[src/rtl/serial_adder_n.sv]
// Multi-cycle ripple adder: DIGIT bits per clock, LSB digit first, start/busy/done handshake.
// Define SERIAL_ADDER_SUB_EN to compile in the subtract path driven by the sub port.
module serial_adder_n #(
  parameter int WIDTH = 8,
  parameter int DIGIT = 1
) (
  input  logic             clk,
  input  logic             rst_n,
  input  logic             start,
  input  logic [WIDTH-1:0] a,
  input  logic [WIDTH-1:0] b,
  input  logic             cin,
  input  logic             sub,
  output logic             busy,
  output logic             done,
  output logic [WIDTH-1:0] sum,
  output logic             cout,
  output logic             ovf
);

  localparam int N     = WIDTH / DIGIT;
  localparam int CNT_W = (N > 1) ? $clog2(N) : 1;
  localparam logic [CNT_W-1:0] LAST = CNT_W'(N - 1);

  if (WIDTH < 2 || DIGIT < 1 || (WIDTH % DIGIT) != 0) begin : g_bad_params
    $error("serial_adder_n: WIDTH must be >= 2 and an exact multiple of DIGIT");
  end

  typedef enum logic [1:0] {
    IDLE = 2'd0,
    RUN  = 2'd1,
    DONE = 2'd2
  } state_e;

  state_e           state_q, state_d;
  logic [WIDTH-1:0] a_q, a_d;
  logic [WIDTH-1:0] b_q, b_d;
  logic [WIDTH-1:0] acc_q, acc_d;
  logic [WIDTH-1:0] sum_q, sum_d;
  logic             carry_q, carry_d;
  logic             cout_q, cout_d;
  logic             ovf_q, ovf_d;
  logic [CNT_W-1:0] cnt_q, cnt_d;

  logic [WIDTH-1:0] b_in;
  logic             cin_in;

`ifdef SERIAL_ADDER_SUB_EN
  assign b_in   = sub ? ~b : b;
  assign cin_in = sub ? ~cin : cin;
`else
  logic unused_sub;
  assign unused_sub = sub;
  assign b_in       = b;
  assign cin_in     = cin;
`endif

  // One DIGIT-wide ripple slice; c_top is the carry into the slice MSB, which on
  // the final beat is the carry into bit WIDTH-1 needed for overflow.
  logic [DIGIT-1:0] a_sl, b_sl, s_sl;
  logic             c_top, c_out;

  always_comb begin
    logic c;
    a_sl  = a_q[int'(cnt_q)*DIGIT +: DIGIT];
    b_sl  = b_q[int'(cnt_q)*DIGIT +: DIGIT];
    s_sl  = '0;
    c     = carry_q;
    c_top = carry_q;
    for (int i = 0; i < DIGIT; i++) begin
      if (i == DIGIT - 1) c_top = c;
      s_sl[i] = a_sl[i] ^ b_sl[i] ^ c;
      c       = (a_sl[i] & b_sl[i]) | (c & (a_sl[i] ^ b_sl[i]));
    end
    c_out = c;
  end

  always_comb begin
    // NOTE: every output of this block is defaulted first so no path infers a latch.
    state_d = state_q;
    a_d     = a_q;
    b_d     = b_q;
    acc_d   = acc_q;
    sum_d   = sum_q;
    carry_d = carry_q;
    cout_d  = cout_q;
    ovf_d   = ovf_q;
    cnt_d   = cnt_q;

    unique case (state_q)
      IDLE, DONE: begin
        if (start) begin
          a_d     = a;
          b_d     = b_in;
          carry_d = cin_in;
          cnt_d   = '0;
          state_d = RUN;
        end else begin
          state_d = IDLE;
        end
      end
      RUN: begin
        acc_d[int'(cnt_q)*DIGIT +: DIGIT] = s_sl;
        carry_d = c_out;
        cnt_d   = cnt_q + 1'b1;
        if (cnt_q == LAST) begin
          sum_d   = acc_d;
          cout_d  = c_out;
          ovf_d   = c_top ^ c_out;
          state_d = DONE;
        end
      end
      default: state_d = IDLE;
    endcase
  end

  // NOTE: state uses non-blocking assignments so all registers update from the same pre-edge values.
  always_ff @(posedge clk or negedge rst_n) begin
    if (!rst_n) begin
      state_q <= IDLE;
      a_q     <= '0;
      b_q     <= '0;
      acc_q   <= '0;
      sum_q   <= '0;
      carry_q <= 1'b0;
      cout_q  <= 1'b0;
      ovf_q   <= 1'b0;
      cnt_q   <= '0;
    end else begin
      state_q <= state_d;
      a_q     <= a_d;
      b_q     <= b_d;
      acc_q   <= acc_d;
      sum_q   <= sum_d;
      carry_q <= carry_d;
      cout_q  <= cout_d;
      ovf_q   <= ovf_d;
      cnt_q   <= cnt_d;
    end
  end

  assign busy = (state_q == RUN);
  assign done = (state_q == DONE);
  assign sum  = sum_q;
  assign cout = cout_q;
  assign ovf  = ovf_q;

endmodule

[config.mk]
export PLATFORM = sky130hd
export DESIGN_NAME = serial_adder_n
export DESIGN_NICKNAME = d
export VERILOG_FILES = /design/src/rtl/serial_adder_n.sv
export SDC_FILE = /design/constraint.sdc
export NUM_CORES = 1
export LEC_CHECK = 0
export CAP_MARGIN = 20
export CELL_PAD_IN_SITES_DETAIL_PLACEMENT = 1
export CELL_PAD_IN_SITES_GLOBAL_PLACEMENT = 1
export CORE_UTILIZATION = 44
export CTS_BUF_LIST = sky130_fd_sc_hd__clkbuf_4
export DETAILED_ROUTE_END_ITERATION = 7
export GPL_ROUTABILITY_DRIVEN = 0
export PLACE_DENSITY = 0.93
export SYNTH_ARGS = -nofsm -noshare
export SYNTH_HDL_FRONTEND = slang
export SYNTH_SLANG_ARGS = --single-unit
[constraint.sdc]
create_clock -name clk -period 3.7 [get_ports clk]
set_input_delay 0.74 -clock clk [delete_from_list [all_inputs] [get_ports clk]]
set_output_delay 0.74 -clock clk [all_outputs]
set_load 0.1 [all_outputs]
==> qor.csv, run 1 <==
metric,value,unit
status,"finished, final reports clean",
adder-cell share of the synthesized area,5.38,%
clk_lat worst skew,0.35,ns
slowest cell delay on critical path,0.76,ns
Worst Setup End Kind,flop,
launch point of the worst reg-to-reg path,cnt_q[0],
worst setup margin,0.331,ns
diode count,0,
Routed Antenna Nets,0,
Max H-tree Level,2,
"Max FO, Critical Path",17,
Register-to-Register Setup Slack,0.33,ns
vias in the first global route,1512,
most frequent cells in the layout,"40 x dfrtp_1, 29 x clkdlybuf4s50_1, 24 x mux2_2",
Synth cell types,34,
Post-Syn Area per Cell,12.1,µm²
Num CTS Buffers,5,
final period demand of the worst path,3.37,ns
Synth Register Bits,40,
HPWL after detailed placement,2940,µm
Clock Root Buffer,clkbuf_4,
worst hold slack,0.488,ns
crit path max-delay cell type,dfrtp_1,
main combinational cell family by area after synthesis,multiplexers,
Final Cycle Share,91.1,%
Hold WC Path Type,input pin to async pin,
via-per-instance ratio,5.65,
Sum Neg Setup Slack,0,ns
number of hold buffers added after cts,0,
GR Util All Layers,18.9,%
crit-path leading delay family,multiplexers,
std cell rows,24,
worst path buffer plus inverter count,0,
WP data required,3.94,ns
RSZ-0062 raised after global routing,no,
PortBufs,31,
Ports,33,
DIE AREA,4820,µm²
CTS tree,yes,
Slew HR,34.5,%
critical path cell sequence,mux4_1 > mux2i_1 > fa_1 > nor4b_1 > o21ai_0 > o311ai_0,
"Remaining Overflow, GRT",0,
Initial DRT Pass Iterations,4,
max cap viols,0,
chip width,69.5,µm
Clock Pin Slew Worst Setup and Hold Paths,0.12,ns
CTS sink cnt,40,
filler cell count,450,
pre-CTS setup slack,0.373,ns
Synthesized Nets,194,
"Seq/Total Area, Yosys",50.0,%
routed wire length per instance,16.6,µm
"commonest non-fill, non-tap cell in the layout",dfrtp_1,
crit path from,cnt_q[0],
setup bufs post-CTS,0,
final hold vios,0,
layout cells sized above 1,19.4,%
Setup CP Type,flop to flop,
"Area growth, synth to finish",19.3,%
Syn. warnings,0,
first-pass GRT wire length,7200,µm
Max Clock Skew,0.00881,ns
WP data arrival,3.61,ns
Initial Util,46.0,%
Post-Synth Simple-Gate Area,12.1,%
startpoint types,flop,
initial antenna violation count,0,
via count,1400,
clk buf depth,2,
post-synth design cell area,2000,µm²
number of DRC markers in iteration 0,69,
post-synthesis instance total,165,
DRC Markers,0,
largest net degree at the start of global routing,41,
achievable frequency,297,MHz
final setup vio count,0,
worst-margin pin slew,0.980,ns
DIE HEIGHT,69.5,µm
Max Slew Vio Count,0,
total wire length,4130,µm
post-synthesis xor/xnor area fraction,0.437,%
multiplexer share of the synthesized area,20.3,%
core area,4350,µm²
nets,225,
Compound-Gate Fraction of Synth Area,8.19,%
post-CTS sizing,0,
## routing by layer
metal | vias to the layer above | share of wire [%] | track usage [%]
li1 | 663 | - | -
met1 | 695 | 44 | 22.4
met2 | 32 | 50 | 33.1
met3 | 10 | 3.7 | 4.07
met4 | 0 | 2.3 | 8.16
met5 | - | 0 | 0
## cell type report
class	count	area (µm²)	area share, %
multi-input combinational	109	928	38.9
tap	52	65.1	2.72
clock inverter	1	5.00	0.210
timing repair buffer	33	318	13.3
sequential	40	1000	41.9
clock buffer	6	45.0	1.89
inverter	7	26.3	1.10
## worst register-to-register path, cell delays in order, from the launching register on
cell	delay [ns]
dfrtp_1	0.76
mux4_1	0.66
mux2i_1	0.21
fa_1	0.56
nor4b_1	0.52
o21ai_0	0.22
o311ai_0	0.34
## stage by stage
step	instances	util [%]	cell area, µm²
2_1_floorplan	165	-	2000
3_3_place_gp	240	53.5	2330
3_5_place_dp	240	53.5	2330
4_1_cts	247	54.7	2380
5_1_grt	248	54.9	2390
6_report	248	54.9	2390
## cell usage after synthesis
master | number | area share, %
nand2_1 | 7 | 1.3
a22o_2 | 1 | 0.50
or4_1 | 2 | 0.75
nor2_1 | 10 | 1.9
or2_2 | 1 | 0.31
a21oi_1 | 2 | 0.50
o211ai_1 | 2 | 0.75
clkbuf_1 | 6 | 1.1
nor4b_1 | 2 | 0.88
xor2_1 | 1 | 0.44
nor2b_1 | 2 | 0.62
a31oi_1 | 6 | 1.9
nor4_1 | 1 | 0.31
o21bai_1 | 1 | 0.38
or4_4 | 1 | 0.56
mux2_2 | 24 | 14
inv_1 | 7 | 1.3
a221o_1 | 1 | 0.50
dfrtp_1 | 40 | 50
mux4_1 | 4 | 5.2
buf_6 | 1 | 0.56
o31ai_1 | 1 | 0.38
nor4bb_1 | 1 | 0.50
a22o_1 | 1 | 0.44
buf_2 | 1 | 0.25
nand2b_1 | 6 | 1.9
buf_4 | 1 | 0.38
nor3_1 | 8 | 2.0
mux2i_1 | 3 | 1.5
o311ai_0 | 2 | 0.88
fa_1 | 1 | 1.0
nand3b_1 | 3 | 1.1
ha_1 | 7 | 4.4
o21ai_0 | 8 | 2.0
## path summary, 6_finish.rpt
path                                to  depth (start not counted)
worst max-delay path            sum[6]                          6
worst min-delay path            sum[3]                          1
worst max register to register  sum[6]                          6
worst min register to register  a_q[5]                          1
max in group asynchronous       b_q[3]                          1
min in group clk                a_q[5]                          1
## cells by family after synthesis
logic type,after synthesis
flip-flops,40
XOR/XNOR,1
multiplexers,31
AND/OR/NAND/NOR,44
buffers and inverters,16
adder cells (fa/ha/maj),8
AO/OA/AOI/OAI,25
## sequential cells by signal (all words and copies together), names as in the netlist
name	cells
b_q	8
cout	1
acc_q	8
state_q	2
cnt_q	3
ovf	1
c_top	1
a_q	8
sum	8
Power of run 1 is not shown: default switching activity piles up to over one toggle a cycle in this logic, so the estimate is an artifact.
==> run 2: changes to the inputs <==
CORE_MARGIN = 2   (was default)
==> run 2 against run 1 <==
Cell area up 0.21%. Setup slack better by 0.24 ns. Non-clock buffer count up 1. Sequential share of layout area down 0.088 points. Utilization up 0.11 points. Highest routed layer unchanged. Clock skew down 0.0026 ns. Critical path depth unchanged. Cell count up 0.40%. Hold slack better by 0.0044 ns. First-iteration DRC count down 41%. Global-route usage up 0.32 points.
==> qor.csv, run 2 (synthesis gave the netlist of run 1 again) <==
metric,value,unit,change
WP data arrival,3.37,ns,-0.24 ns
final setup vio count,0,,unchanged
largest net degree at the start of global routing,41,,unchanged
routed wire length per instance,17.4,µm,+4.4%
setup bufs post-CTS,0,,unchanged
via-per-instance ratio,5.68,,+0.67%
DIE AREA,5110,µm²,+5.8%
Max Slew Vio Count,0,,unchanged
post-CTS sizing,0,,unchanged
Clock Pin Slew Worst Setup and Hold Paths,0.12,ns,about the same
Max Clock Skew,0.00616,ns,-0.00265 ns
core area,4350,µm²,unchanged
Worst Setup End Kind,flop,,
launch point of the worst reg-to-reg path,cnt_q[0],,
clk_lat worst skew,0.36,ns,about the same
CTS sink cnt,40,,unchanged
worst setup margin,0.568,ns,+0.237 ns
HPWL after detailed placement,3170,µm,+7.7%
"Max FO, Critical Path",7,,-10
number of hold buffers added after cts,0,,unchanged
CP endpoint,sum[2],,
std cell rows,24,,unchanged
vias in the first global route,1605,,+6.2%
Ports,33,,unchanged
Num CTS Buffers,5,,unchanged
startpoint types,flop,,
Routed Antenna Nets,0,,unchanged
total wire length,4330,µm,+4.8%
via count,1415,,+1.1%
final hold vios,0,,unchanged
Initial Util,46.0,%,unchanged
Clock Root Buffer,clkbuf_4,,
worst hold slack,0.492,ns,+0.00437 ns
nets,226,,+0.44%
worst-margin pin slew,0.969,ns,-0.0112 ns
initial antenna violation count,0,,unchanged
final period demand of the worst path,3.13,ns,-0.237 ns
"commonest non-fill, non-tap cell in the layout",dfrtp_1,,
RSZ-0062 raised after global routing,no,,
Register-to-Register Setup Slack,0.57,ns,+0.24 ns
DIE HEIGHT,71.5,µm,+2.9%
"Remaining Overflow, GRT",0,,unchanged
GR Util All Layers,19.3,%,+0.32 points
DRC Markers,0,,unchanged
CTS tree,yes,,
first-pass GRT wire length,7550,µm,+4.9%
Slew HR,35.2,%,+0.75 points
layout cells sized above 1,19.8,%,+0.41 points
Sum Neg Setup Slack,0,ns,unchanged
chip width,71.5,µm,+2.9%
Max H-tree Level,2,,unchanged
achievable frequency,319,MHz,+7.6%
status,"finished, final reports clean",,
Reg-to-Reg End,sum[2],,
Final Cycle Share,84.7,%,-6.4 points
Hold WC Path Type,input pin to async pin,,
clk buf depth,2,,unchanged
number of DRC markers in iteration 0,41,,-41%
crit path from,cnt_q[0],,
most frequent cells in the layout,"40 x dfrtp_1, 29 x clkdlybuf4s50_1, 24 x mux2_2",,
"Area growth, synth to finish",19.6,%,
max cap viols,0,,unchanged
PortBufs,31,,unchanged
WP data required,3.94,ns,about the same
pre-CTS setup slack,0.497,ns,+0.124 ns
Initial DRT Pass Iterations,4,,unchanged
Setup CP Type,flop to flop,,
diode count,0,,unchanged
worst-case reg-to-reg path depth,6,,unchanged
## run 2: worst min path at each step
stage / end / startpoint
final: sum[2] / rst_n
after detailed placement: cout / cout
after global routing: b_q[4] / b_q[4]
after floorplan: a_q[0] / rst_n
after CTS: b_q[4] / b_q[4]
after global placement: ovf / ovf
## run 2: layout make-up
class,count,area (µm²)
fill,427,1960
sequential,40,1000
multi-input combinational,109,928
timing repair buffer,34,323
tap,52,65.1
clock buffer,6,45.0
inverter,7,26.3
clock inverter,1,5.00
## run 2: critical path, stage by stage (launching register included)
cell      delay, ns
dfrtp_1        0.57
mux4_1         0.62
mux2i_1        0.21
fa_1           0.55
nor4b_1        0.51
o21ai_0        0.22
o311ai_0       0.35
## run 2: through the flow
| stage | cells | area, µm² | util [%] |
|---|---|---|---|
| 2_1_floorplan | 165 | 2000 | - |
| 3_3_place_gp | 241 | 2340 | 53.7 |
| 3_5_place_dp | 241 | 2340 | 53.7 |
| 4_1_cts | 248 | 2390 | 54.9 |
| 5_1_grt | 249 | 2390 | 55.0 |
| 6_report | 249 | 2390 | 55.0 |
## run 2: metal layers
layer	share of wire, %	vias up	track usage [%]
met2	52	35	33.7
met5	0	-	0
met1	42	708	22.9
met4	2.6	0	8.60
li1	-	660	-
met3	3.3	12	3.80
Power of run 2 is left out for the same reason.
==> run 3: changes to the inputs <==
clock period = 3.2 ns   (was 3.7 ns; I/O delays follow)
==> run 3 against run 2 <==
Critical path depth is 1 higher. Cell count is 1.2% higher. Non-clock buffer count is 2 higher. Routed wire length is 6.0% lower. Via count is 0.42% lower. Register-to-register slack worse by 0.35 ns. First-iteration DRC count is 110% higher. Fmax is 5.1% higher. Flip-flop and latch count stayed put. Setup slack worse by 0.35 ns. Cell area is 1.1% higher. Clock-buffer cell count stayed put. Critical path type unchanged. Critical endpoint is now sum[1]. Largest cell class unchanged. Highest routed layer unchanged.
==> qor.csv, run 3 (synthesis gave the netlist of run 1 again) <==
metric,value,unit,change
WP data required,3.47,ns,-0.47 ns
most frequent cells in the layout,"40 x dfrtp_1, 24 x mux2_2, 18 x clkdlybuf4s50_1",,
total wire length,4060,µm,-6.0%
Ports,33,,unchanged
max cap viols,0,,unchanged
register area,1000,µm²,unchanged
initial antenna violation count,0,,unchanged
critical path cell sequence,mux4_1 > mux2i_1 > fa_1 > buf_4 > nor4bb_1 > a31oi_1 > a21oi_1,,
Routed Antenna Nets,0,,unchanged
"commonest non-fill, non-tap cell in the layout",dfrtp_1,,
HPWL after detailed placement,2950,µm,-7.1%
uppermost routed layer,met4,,
routed wire length per instance,16.1,µm,-7.2%
Slew HR,40.9,%,+5.7 points
DP Cell Count,244,,+1.2%
achievable frequency,335,MHz,+5.1%
"Max FO, Critical Path",6,,-1
status,"finished, final reports clean",,
wire length on met1,1730,µm,-5.4%
CTS sink cnt,40,,unchanged
Num CTS Buffers,5,,unchanged
std cell rows,24,,unchanged
core area,4350,µm²,unchanged
vias in the first global route,1514,,-5.7%
fin cells,252,,+1.2%
Initial DRT Pass Iterations,4,,unchanged
footprint of the multi-input gates,935,µm²,+0.67%
"Area growth, synth to finish",20.9,%,
first-pass GRT wire length,7050,µm,-6.6%
DIE AREA,5110,µm²,unchanged
number of DRC markers in iteration 0,86,,+110%
Initial Util,46.0,%,unchanged
crit-path leading delay family,multiplexers,,
Routed met3 length,209,µm,+45%
nets,228,,+0.88%
DIE HEIGHT,71.5,µm,unchanged
clk_lat worst skew,0.35,ns,about the same
RSZ-0062 raised after global routing,no,,
final setup vio count,0,,unchanged
via count,1409,,-0.42%
Max Slew Vio Count,0,,unchanged
Setup CP Type,flop to flop,,
crit path max-delay cell type,mux4_1,,
setup bufs post-CTS,0,,unchanged
worst setup margin,0.219,ns,-0.349 ns
final period demand of the worst path,2.98,ns,-0.151 ns
worst-case reg-to-reg path depth,7,,+1
worst path buffer plus inverter count,1,,+1
chip width,71.5,µm,unchanged
Max H-tree Level,2,,unchanged
filler cell count,464,,+8.7%
PortBufs,31,,unchanged
startpoint types,flop,,
"Remaining Overflow, GRT",0,,unchanged
slowest cell delay on critical path,0.62,ns,about the same
Hold WC Path Type,input pin to async pin,,
Clock Pin Slew Worst Setup and Hold Paths,0.13,ns,about the same
largest net degree at the start of global routing,41,,unchanged
worst-margin pin slew,0.886,ns,-0.0828 ns
diode count,0,,unchanged
final hold vios,0,,unchanged
Sum Neg Setup Slack,0,ns,unchanged
DRC Markers,0,,unchanged
WP data arrival,3.25,ns,-0.12 ns
layout cells sized above 1,27.0,%,+7.2 points
Worst Setup End Kind,flop,,
CTS tree,yes,,
GR Util All Layers,17.7,%,-1.6 points
Final Cycle Share,93.2,%,+8.5 points
Max Clock Skew,0.0129,ns,+0.00676 ns
pre-CTS setup slack,0.169,ns,-0.328 ns
met2 WL post-DR,2090,µm,-7.1%
Clock Root Buffer,clkbuf_4,,
clk buf depth,2,,unchanged
via-per-instance ratio,5.59,,-1.6%
CP Depth,7,,+1
-- run 3: cell types whose count changed in the layout (fill, tap and decap cells not counted) --
cell	before	now
clkdlybuf4s50_1	29	18
nor4b_2	0	1
bufinv_16	0	1
buf_4	3	17
nor4b_1	2	1
buf_2	2	1
-- run 3: timing repair --
action,4_1_cts,5_1_grt
resized for setup,0,1
endpoints found under the setup margin,0,1
hold buffers,0,0
-- run 3: worst paths after layout --
check                           slack [ns]        to  startpoint
max in group asynchronous             2.24  acc_q[0]       rst_n
worst max-delay path                  0.22    sum[1]    cnt_q[0]
worst min register to register        0.51    b_q[0]      b_q[0]
min in group clk                      0.51    b_q[0]      b_q[0]
worst max register to register        0.22    sum[1]    cnt_q[0]
worst min-delay path                  0.39    sum[2]       rst_n
-- run 3: final cells by class --
class	instances	share of cell area, %
repair buffers	36	12.9
clock buffers	6	1.86
flip-flops and latches	40	41.4
inverters	7	1.09
clock inverters	2	1.45
multi-input cells	109	38.6
well taps	52	2.69
-- run 3: metrics by stage --
stage	hold slack [ns]	utilization, %	cell area (µm²)
floorplan	0.344	-	2000
global placement	0.471	53.6	2330
detailed placement	0.488	53.6	2330
CTS	0.420	55.4	2410
global route	0.440	55.6	2420
finish	0.394	55.6	2420
-- run 3: metal layers --
metal	global-route usage, %	vias up
met5	0	-
met4	4.19	0
met3	5.77	7
met2	30.5	32
met1	21.6	702
li1	-	668
Power of run 3 is left out for the same reason.
==> edit, RTL diff (settings of run 1) <==
Set the parameter `WIDTH` to 16 (it was 8).
--- a/src/rtl/serial_adder_n.sv
+++ b/src/rtl/serial_adder_n.sv
@@ -1,7 +1,7 @@
 // Multi-cycle ripple adder: DIGIT bits per clock, LSB digit first, start/busy/done handshake.
 // Define SERIAL_ADDER_SUB_EN to compile in the subtract path driven by the sub port.
 module serial_adder_n #(
-  parameter int WIDTH = 8,
+  parameter int WIDTH = 16,
   parameter int DIGIT = 1
 ) (
   input  logic             clk,
Interface: changed (resized a, b and sum); port bits go from 33 to 57. The function was not compared with the original's and may differ.
==> edit against run 1 <==
Worst setup slack lost 0.11 ns; area after synthesis up 76%; wire length up 95%; global-route usage up 2.4 points; sequential cell count grew 33; count of clock-buffer cells in the layout grew 4; cell area increased by 79%; hold slack worse by 0.11 ns; highest routed layer unchanged.
==> edit: results (changes against run 1) <==
| Metric | Value |
|---|---|
| Layout cell share with drive strength beyond 1 | `0.2282 (+0.03429)` |
| Synth top cells by count | `dfrtp_1 (73), nand2_1 (42), mux2_2 (40)` |
| Largest cells by area after synthesis | `dfrtp_1 (52%), mux2_2 (13%), mux4_2 (6.4%)` |
| Final HPWL DP | `6056 um (+110%)` |
| Footprint of the multi-input gates | `1607 sq um (+73%)` |
| Largest net degree at the start of global routing | `33 (-20%)` |
| WL/cell | `17.61 um (+5.8%)` |
| Leak Pwr | `~1.9 nW` |
| Tot GR Track Use | `0.2137 (+0.02433)` |
| Vias in the first global route | `2713 (+79%)` |
| Dpl ws | `0.2201 ns (-0.1531 ns)` |
| Nets | `396 (+76%)` |
| Vias | `2513 (+80%)` |
| Fillers | `814 (+81%)` |
| Synth unique cells | `39 (+15%)` |
| Sequential element share of the synthesized area | `0.5183 (+0.01828)` |
| Reg clk slew, reported paths | `0.11 ns` |
| Post-DP Area | `4183 sq um (+79%)` |
| Power Total | `about 0.0043 W` |
| Reg-to-Reg Start | `cnt_q[0]$_DFFE_PN0P_` |
| Skew-Pair Late Insertion Delay | `0.41 ns (+0.06 ns)` |
| Initial drt markers | `176 (+160%)` |
| Status | `finished, final reports clean` |
| First-pass GRT wire length | `13660 um (+90%)` |
| Worst Skew | `0.01692 ns (+0.008115 ns)` |
| Cts bufs inserted | `9 (+4)` |
| Crit-path max FO | `11 (-6)` |
| Critical Path AT | `3.82 ns (+0.21 ns)` |
| Worst Tran Pin Value | `0.9963 ns (+0.01613 ns)` |
| Post-synth net total | `336 (+73%)` |
| Port bufs | `55 (+77%)` |
| Htree depth | `3 (+1)` |
## edit: changes by cell type after synthesis, moves of 5 or more
cell | before | now
o21ai_1 | 0 | 7
mux4_2 | 0 | 10
a31oi_1 | 6 | 0
mux2i_1 | 3 | 13
nand3_1 | 0 | 7
a21oi_1 | 2 | 8
mux2_2 | 24 | 40
nand2_1 | 7 | 42
dfrtp_1 | 40 | 73
nor2_1 | 10 | 17
nor3_1 | 8 | 3
## edit: per-stage QoR
stage               hold WS [ns]  instances
floorplan                 0.4444        292
detailed placement        0.4726        443
finish                    0.3751        457
global placement          0.4638        443
global route              0.4132        457
CTS                       0.3625        457
## edit: logic make-up after synthesis
| kind of cell | after synthesis | share of synthesized area |
|---|---|---|
| AOI/OAI and AO/OA | 40 | 0.07491 |
| xor gates and xnor gates | 3 | 0.009587 |
| and+or+nand+nor | 83 | 0.1040 |
| buffers and inverters | 20 | 0.02804 |
| adders and majority gates | 7 | 0.02698 |
| DFF | 73 | 0.5183 |
| muxes | 66 | 0.2382 |
## edit: layout make-up
type,count,share of cell area
clock inverter,4,0.005262
clock buffer,10,0.01754
inverter,7,0.006139
multi-input combinational,199,0.3753
sequential,73,0.4268
timing repair buffer,62,0.1391
tap,102,0.02982
## edit: path summary, 6_finish.rpt
check / cells after the start / endpoint / slack, ns
min reg2reg: 2 / sum[0]$_DFFE_PN0P_ / 0.49
min: 1 / acc_q[10]$_DFFE_PN0P_ / 0.38
max in group asynchronous: 2 / sum[3]$_DFFE_PN0P_ / 2.55
max reg2reg: 7 / sum[5]$_DFFE_PN0P_ / 0.22
min in group clk: 2 / sum[0]$_DFFE_PN0P_ / 0.49
max: 7 / sum[5]$_DFFE_PN0P_ / 0.22
## edit: power breakdown
| group | leakage [nW] | switching [W] | internal [W] |
|---|---|---|---|
| logic | 0.875 | 0.00155 | 0.000902 |
| registers | 0.918 | 0.000260 | 0.00114 |
| clock network | 0.0579 | 0.000270 | 0.000135 |
| total | 1.85 | 0.00208 | 0.00218 |
## edit: per-layer routing
layer,GRT usage,routed length (um),up-vias
met2,0.3578,4086,44
met1,0.2718,3588,1280
met5,0,0,-
li1,-,-,1173
met4,0.1071,199,0
met3,0.02848,175,16
## edit: worst register-to-register path: stages, from the launching register on
cell and delay [ns]:
dfrtp_1 0.76, mux4_2 0.59, mux4_2 0.53, fa_1 0.71, nand2_1 0.17, nor2_1 0.35
mux2i_1 0.14, a21oi_1 0.18
